### config.mk
export PLATFORM = sky130hd
export DESIGN_NAME = addr_window_decoder
export DESIGN_NICKNAME = d
export VERILOG_FILES = /design/src/rtl/addr_map_pkg.sv /design/src/rtl/addr_region_match.sv /design/src/rtl/addr_window_decoder.sv
export SDC_FILE = /design/constraint.sdc
export NUM_CORES = 1
export LEC_CHECK = 0
export ABC_AREA = 1
export BUFFER_PORTS_ARGS = -buffer_cell sky130_fd_sc_hd__clkbuf_2
export CAP_MARGIN = 5
export CORE_AREA = 2 2 126 128
export CTS_BUF_LIST = sky130_fd_sc_hd__clkbuf_16
export CTS_CLUSTER_SIZE = 16
export DETAILED_ROUTE_END_ITERATION = 12
export DIE_AREA = 0 0 128 130
export PLACE_DENSITY_LB_ADDON = 0.08
export SYNTH_ARGS = -nofsm -noshare
export SYNTH_HDL_FRONTEND = slang
export SYNTH_SLANG_ARGS = --single-unit
### constraint.sdc
create_clock -name clk -period 3.1 [get_ports clk]
set_input_delay 0.155 -clock clk [delete_from_list [all_inputs] [get_ports clk]]
set_output_delay 0.155 -clock clk [all_outputs]
set_load 0.01 [all_outputs]
### src/rtl/addr_map_pkg.sv
// Shared memory-map definitions: FSM state encoding and the default region windows
// used by both the CPU top and the address decoder.
package addr_map_pkg;

  typedef enum logic [1:0] {
    IDLE   = 2'd0,
    ACCESS = 2'd1,
    RESP   = 2'd2
  } state_e;

  localparam int WAIT_W = 4;

  // Region 0 is the least significant slice of each packed vector.
  localparam logic [4*32-1:0] DEF_REGION_BASE  = {32'h0, 32'h0, 32'h0000_0B80, 32'h0000_0780};
  localparam logic [4*32-1:0] DEF_REGION_LIMIT = {32'h0, 32'h0, 32'h0000_0B8F, 32'h0000_0B7F};
  localparam logic [4*WAIT_W-1:0] DEF_REGION_WAIT = {4'd0, 4'd0, 4'd2, 4'd0};

endpackage

### src/rtl/addr_region_match.sv
// Combinational window compare for every region plus a lowest-index-wins priority
// encoder; yields hit, a one-hot select and the winning region index.
module addr_region_match #(
  parameter int NUM_REGIONS = 4,
  parameter int ADDR_W      = 32,
  parameter int IDX_W       = 2,
  parameter logic [NUM_REGIONS*ADDR_W-1:0] REGION_BASE  = '0,
  parameter logic [NUM_REGIONS*ADDR_W-1:0] REGION_LIMIT = '0
) (
  input  logic [ADDR_W-1:0]      addr,
  output logic                   hit,
  output logic [NUM_REGIONS-1:0] sel,
  output logic [IDX_W-1:0]       idx
);

  logic [NUM_REGIONS-1:0] in_win;

  // A window with base > limit can never satisfy both bounds, so it is disabled.
  always_comb begin
    in_win = '0;
    for (int k = 0; k < NUM_REGIONS; k++) begin
      in_win[k] = (addr >= REGION_BASE[k*ADDR_W +: ADDR_W]) &&
                  (addr <= REGION_LIMIT[k*ADDR_W +: ADDR_W]);
    end
  end

  always_comb begin
    hit = 1'b0;
    sel = '0;
    idx = '0;
    for (int k = NUM_REGIONS - 1; k >= 0; k--) begin
      if (in_win[k]) begin
        hit    = 1'b1;
        sel    = '0;
        sel[k] = 1'b1;
        idx    = IDX_W'(k);
      end
    end
  end

endmodule

### src/rtl/addr_window_decoder.sv
// CPU data-port address decoder: selects one slave window, inserts its wait
// states, returns read data with a one-cycle response pulse and counts unmapped hits.
module addr_window_decoder
  import addr_map_pkg::*;
#(
  parameter int NUM_REGIONS = 4,
  parameter int ADDR_W      = 32,
  parameter int DATA_W      = 32,
  parameter logic [NUM_REGIONS*ADDR_W-1:0] REGION_BASE  = DEF_REGION_BASE,
  parameter logic [NUM_REGIONS*ADDR_W-1:0] REGION_LIMIT = DEF_REGION_LIMIT,
  parameter logic [NUM_REGIONS*WAIT_W-1:0] REGION_WAIT  = DEF_REGION_WAIT
) (
  input  logic                          clk,
  input  logic                          rst,
  input  logic                          req_valid,
  input  logic                          req_we,
  input  logic [ADDR_W-1:0]             req_addr,
  input  logic [DATA_W-1:0]             req_wdata,
  output logic                          req_ready,
  output logic                          resp_valid,
  output logic [DATA_W-1:0]             resp_rdata,
  output logic                          resp_err,
  output logic [NUM_REGIONS-1:0]        cs,
  output logic [NUM_REGIONS-1:0]        we,
  output logic [ADDR_W-1:0]             local_addr,
  output logic [DATA_W-1:0]             local_wdata,
  input  logic [NUM_REGIONS*DATA_W-1:0] region_rdata,
  output logic [15:0]                   err_count,
  output state_e                        dbg_state
);

  localparam int IDX_W = (NUM_REGIONS > 1) ? $clog2(NUM_REGIONS) : 1;

  state_e                   state;
  logic [WAIT_W-1:0]        wait_cnt;
  logic [IDX_W-1:0]         cur_idx;
  logic                     cur_we;

  logic                     match_hit;
  logic [NUM_REGIONS-1:0]   match_sel;
  logic [IDX_W-1:0]         match_idx;
  logic [ADDR_W-1:0]        hit_base;
  logic [WAIT_W-1:0]        hit_wait;
  logic [DATA_W-1:0]        rd_sel;

  addr_region_match #(
    .NUM_REGIONS  (NUM_REGIONS),
    .ADDR_W       (ADDR_W),
    .IDX_W        (IDX_W),
    .REGION_BASE  (REGION_BASE),
    .REGION_LIMIT (REGION_LIMIT)
  ) u_match (
    .addr (req_addr),
    .hit  (match_hit),
    .sel  (match_sel),
    .idx  (match_idx)
  );

  always_comb begin
    hit_base = '0;
    hit_wait = '0;
    rd_sel   = '0;
    for (int k = 0; k < NUM_REGIONS; k++) begin
      if (match_idx == IDX_W'(k)) begin
        hit_base = REGION_BASE[k*ADDR_W +: ADDR_W];
        hit_wait = REGION_WAIT[k*WAIT_W +: WAIT_W];
      end
      if (cur_idx == IDX_W'(k)) begin
        rd_sel = region_rdata[k*DATA_W +: DATA_W];
      end
    end
  end

  // Handshake: a request transfers on a clk edge where req_valid && req_ready;
  // req_ready is high only in IDLE, and the CPU holds its request until then.
  // The access completes with resp_valid high for exactly one cycle.
  assign req_ready = (state == IDLE);
  assign dbg_state = state;

  always_ff @(posedge clk) begin
    if (rst) begin
      state       <= IDLE;
      wait_cnt    <= '0;
      cur_idx     <= '0;
      cur_we      <= 1'b0;
      cs          <= '0;
      we          <= '0;
      local_addr  <= '0;
      local_wdata <= '0;
      resp_valid  <= 1'b0;
      resp_rdata  <= '0;
      resp_err    <= 1'b0;
      err_count   <= '0;
    end else begin
      case (state)
        IDLE: begin
          if (req_valid) begin
            if (match_hit) begin
              cs          <= match_sel;
              we          <= req_we ? match_sel : '0;
              local_addr  <= req_addr - hit_base;
              local_wdata <= req_wdata;
              wait_cnt    <= hit_wait;
              cur_idx     <= match_idx;
              cur_we      <= req_we;
              state       <= ACCESS;
            end else begin
              if (err_count != 16'hFFFF) err_count <= err_count + 16'd1;
              resp_valid <= 1'b1;
              resp_err   <= 1'b1;
              resp_rdata <= '0;
              state      <= RESP;
            end
          end
        end
        ACCESS: begin
          // Single write strobe: we only survives the first ACCESS cycle.
          we <= '0;
          if (wait_cnt != '0) begin
            wait_cnt <= wait_cnt - WAIT_W'(1);
          end else begin
            resp_rdata <= cur_we ? '0 : rd_sel;
            cs         <= '0;
            resp_valid <= 1'b1;
            resp_err   <= 1'b0;
            state      <= RESP;
          end
        end
        RESP: begin
          resp_valid <= 1'b0;
          resp_err   <= 1'b0;
          resp_rdata <= '0;
          state      <= IDLE;
        end
        default: state <= IDLE;
      endcase
    end
  end

endmodule

==> metrics.md <==
| Metric | Value |
|---|---|
| Worst EP required | `around 3.4 ns` |
| DRT Pass-1 Iters | `7` |
| GPL Wtd Cong | `slightly below 0.9` |
| Dpl ws | `roughly 0.27 ns` |
| Via Count | `about 7,500` |
| Switching pwr | `approximately 990 µW` |
| Fin nets | `1,519` |
| Layout cell share with drive strength beyond 1 | `0.287` |
| Hpwl dp | `between 10,000 and 15,000 µm` |
| Area leader, netlist | `dfxtp_1` |
| CTS Buffer Depth | `2` |
| Fin. Hold Viols | `0` |
| Iter 0 DRT Violations | `between 400 and 500` |
| Synth top area share | `0.387` |
| Worst-case clock skew | `0.00834 ns` |
| ANT nets after route | `0` |
| Die height | `roughly 130 µm` |
| Rel. slew slack | `0.320` |
| Placed cell count | `approximately 1,400` |
| Pwr Total | `roughly 4.3 mW` |
| Initial core utilization | `0.433` |
| Final setup vio count | `0` |
| Die Wd | `~130 µm` |
| Total GRT Usage | `0.245` |
| Vias in the first global route | `between 6,000 and 7,000` |
| Max-cap violation count | `0` |
| CTS buffer count | `17` |
| Sum Neg Setup Slack | `0 ns` |
| Worst IR Drop VDD | `0.267 mV` |
| Wire per inst | `approximately 14 µm` |
| Startpoint Class | `input pin` |
| Overflow after GRT | `0` |
| Clock tree from TritonCTS | `yes` |
| Clock group share of total power | `0.492` |
| Initial antenna violation count | `1` |
| Die area | `between 0.015 and 0.02 mm²` |
| Crit path max fanout | `10` |
| P_leak | `about 4.3 nW` |
| Clock latency on the worst-skew pair | `just over 0.4 ns` |
| Outcome | `complete, no violations` |
| Via/cell ratio | `roughly 5.0` |
| Synth Cell Area | `0.00668 mm²` |
| Synth top area cells | `dfxtp_1 (39%), nand2_1 (14%), a21oi_1 (9.9%), nor2_1 (7.3%), o21ai_0 (4.3%)` |
| Highest-count cells in the layout ignoring fill and taps | `clkbuf_2 (317), nand2_1 (247), a21oi_1 (132)` |
| Post-CTS Setup Repair Bufs | `0` |
| CP arrival | `~3.2 ns` |
| Tightest Pin Transition | `1.02 ns` |
| Register bit count reported by yosys | `between 100 and 150` |
| Most common cell after layout, fill and taps aside | `clkbuf_2` |
| CTS H-Tree Depth | `4` |
| Logic pwr share | `0.110` |
| PortBufs | `318` |
| Routed wire length | `roughly 21,000 µm` |
| Synth Warn # | `0` |
| Util after Layout | `0.605` |
| Top Ports | `321` |
| Library cells used by synthesis | `between 40 and 50` |
| Power Internal | `3.32 mW` |
| Cell count after synthesis | `around 990` |
| Sw Share | `0.229` |
| First-pass GRT wire length | `between 30,000 and 40,000 µm` |
| Avg Inst Size Synth | `roughly 6.8 µm²` |
| R2R setup slack | `0.67 ns` |
| WS Path Type | `in -> reg` |
| Post-synthesis sequential area ratio | `0.387` |
| Crit end category | `flop` |
| Drt drc | `0` |
| Worst Setup Slack, final | `roughly 0.25 ns` |
| Part of the power in registers | `0.399` |
| Final worst-path cycle share | `0.919` |
| Pin count of the biggest net entering global routing | `96` |
| Final std cells w/o fill | `~1,500` |
| Fin. max-slew vios | `0` |
| Cell Pwr Density | `roughly 460 mW/mm²` |
| Area Growth Syn to Fin | `39.7%` |
| Clock sink total | `129` |
| Core area | `roughly 0.015 mm²` |
| Fmax | `roughly 0.35 GHz` |
| Reg clk slew, reported paths | `roughly 0.05 ns` |
| Worst Hold Class | `in -> reg` |
| Row cnt | `46` |
| Root Driver | `clkbuf_16` |
| Fill count | `1,483` |
| Fin crit period | `2.85 ns` |
cell families after synthesis:
| kind of cell | after synthesis | share of synthesized area |
|---|---|---|
| compound gates | 238 | 0.194 |
| xor+xnor | 17 | 0.0223 |
| fa+ha+maj | 13 | 0.0255 |
| buf+inv | 119 | 0.0772 |
| flops | 129 | 0.387 |
| other cells | 1 | 0.000561 |
| simple gates | 468 | 0.294 |
cell usage after synthesis (all sizes together):
cell / number
xnor2: 3
o21ai: 69
a31oi: 3
nand3: 52
inv: 56
or2: 7
nor3: 7
o21bai: 1
buf: 28
clkinv: 2
nor4: 1
conb: 1
a21oi: 133
clkbuf: 33
o211ai: 18
xor2: 14
fa: 1
dfxtp: 129
nor2: 135
ha: 12
nand4: 14
o22ai: 1
o31ai: 3
o221ai: 10
nand2: 252
metal layers:
metal / vias to the layer above / track usage / wire [µm]
met4: 0 / 0.0866 / 358
met3: 26 / 0.0623 / 1370
met1: 3344 / 0.299 / 9080
met5: - / 0 / 0
met2: 271 / 0.423 / 10200
li1: 3904 / - / -
worst max-delay path: stages:
cell,delay [ns]
dlygate4sd3_1,0.53
clkbuf_2,0.11
or2_1,0.26
nor3_2,0.26
nand3_2,0.21
inv_1,0.18
ha_1,0.29
a21oi_1,0.15
o21ai_0,0.14
a21oi_1,0.17
nor2_1,0.05
nor2_1,0.11
xor2_1,0.19
nand2_2,0.17
a21oi_1,0.19
through the flow:
stage / cell area, µm² / hold slack, ns
6_report: 9330 / 0.0201
5_1_grt: 9330 / 0.00608
4_1_cts: 9310 / 0.00108
3_5_place_dp: 8310 / 0.391
3_3_place_gp: 8310 / 0.388
2_1_floorplan: 6680 / 0.298
path summary, 6_finish.rpt:
kind	startpoint	to	depth (start not counted)
max reg2reg	dbg_state[0]	resp_rdata[6]	11
min	req_addr[1]	local_addr[1]	3
max	req_addr[4]	local_addr[20]	15
min reg2reg	local_wdata[9]	local_wdata[9]	2
timing repair:
| item | in CTS | in global routing |
|---|---|---|
| endpoints found under the setup margin | 0 | 17 |
| hold buffers | 38 | 0 |
| hold endpoints to repair | 38 | 0 |
| resized for setup | 0 | 2 |
sequential cells by signal (all words and copies together) (netlist names):
signal,flops
local_addr,32
local_wdata,32
resp_rdata,32
err_count,16
wait_cnt,4
cs,3
we,3
cur_idx,2
dbg_state,2
cur_we,1
resp_err,1
resp_valid,1
final cells by class:
class,count,area [µm²],share of cell area
Multi-Input combinational cell,738,3600,0.386
Clock buffer,17,425,0.0456
Inverter,58,219,0.0235
Timing Repair Buffer,366,2060,0.221
Tap cell,192,240,0.0258
Clock inverter,15,200,0.0215
Sequential cell,129,2580,0.277
Antenna cell,1,2.50,0.000268
power by group through the flow:
stage	Sequential [mW]	Combinational (mW)	Clock, mW
floorplan	1.76	0.214	0
CTS	1.72	0.473	2.16
finish	1.72	0.472	2.12
global placement	1.75	0.432	0
detailed placement	1.75	0.433	0
global route	1.72	0.530	2.24
No activity file was read; power rests on OpenSTA's default activity.
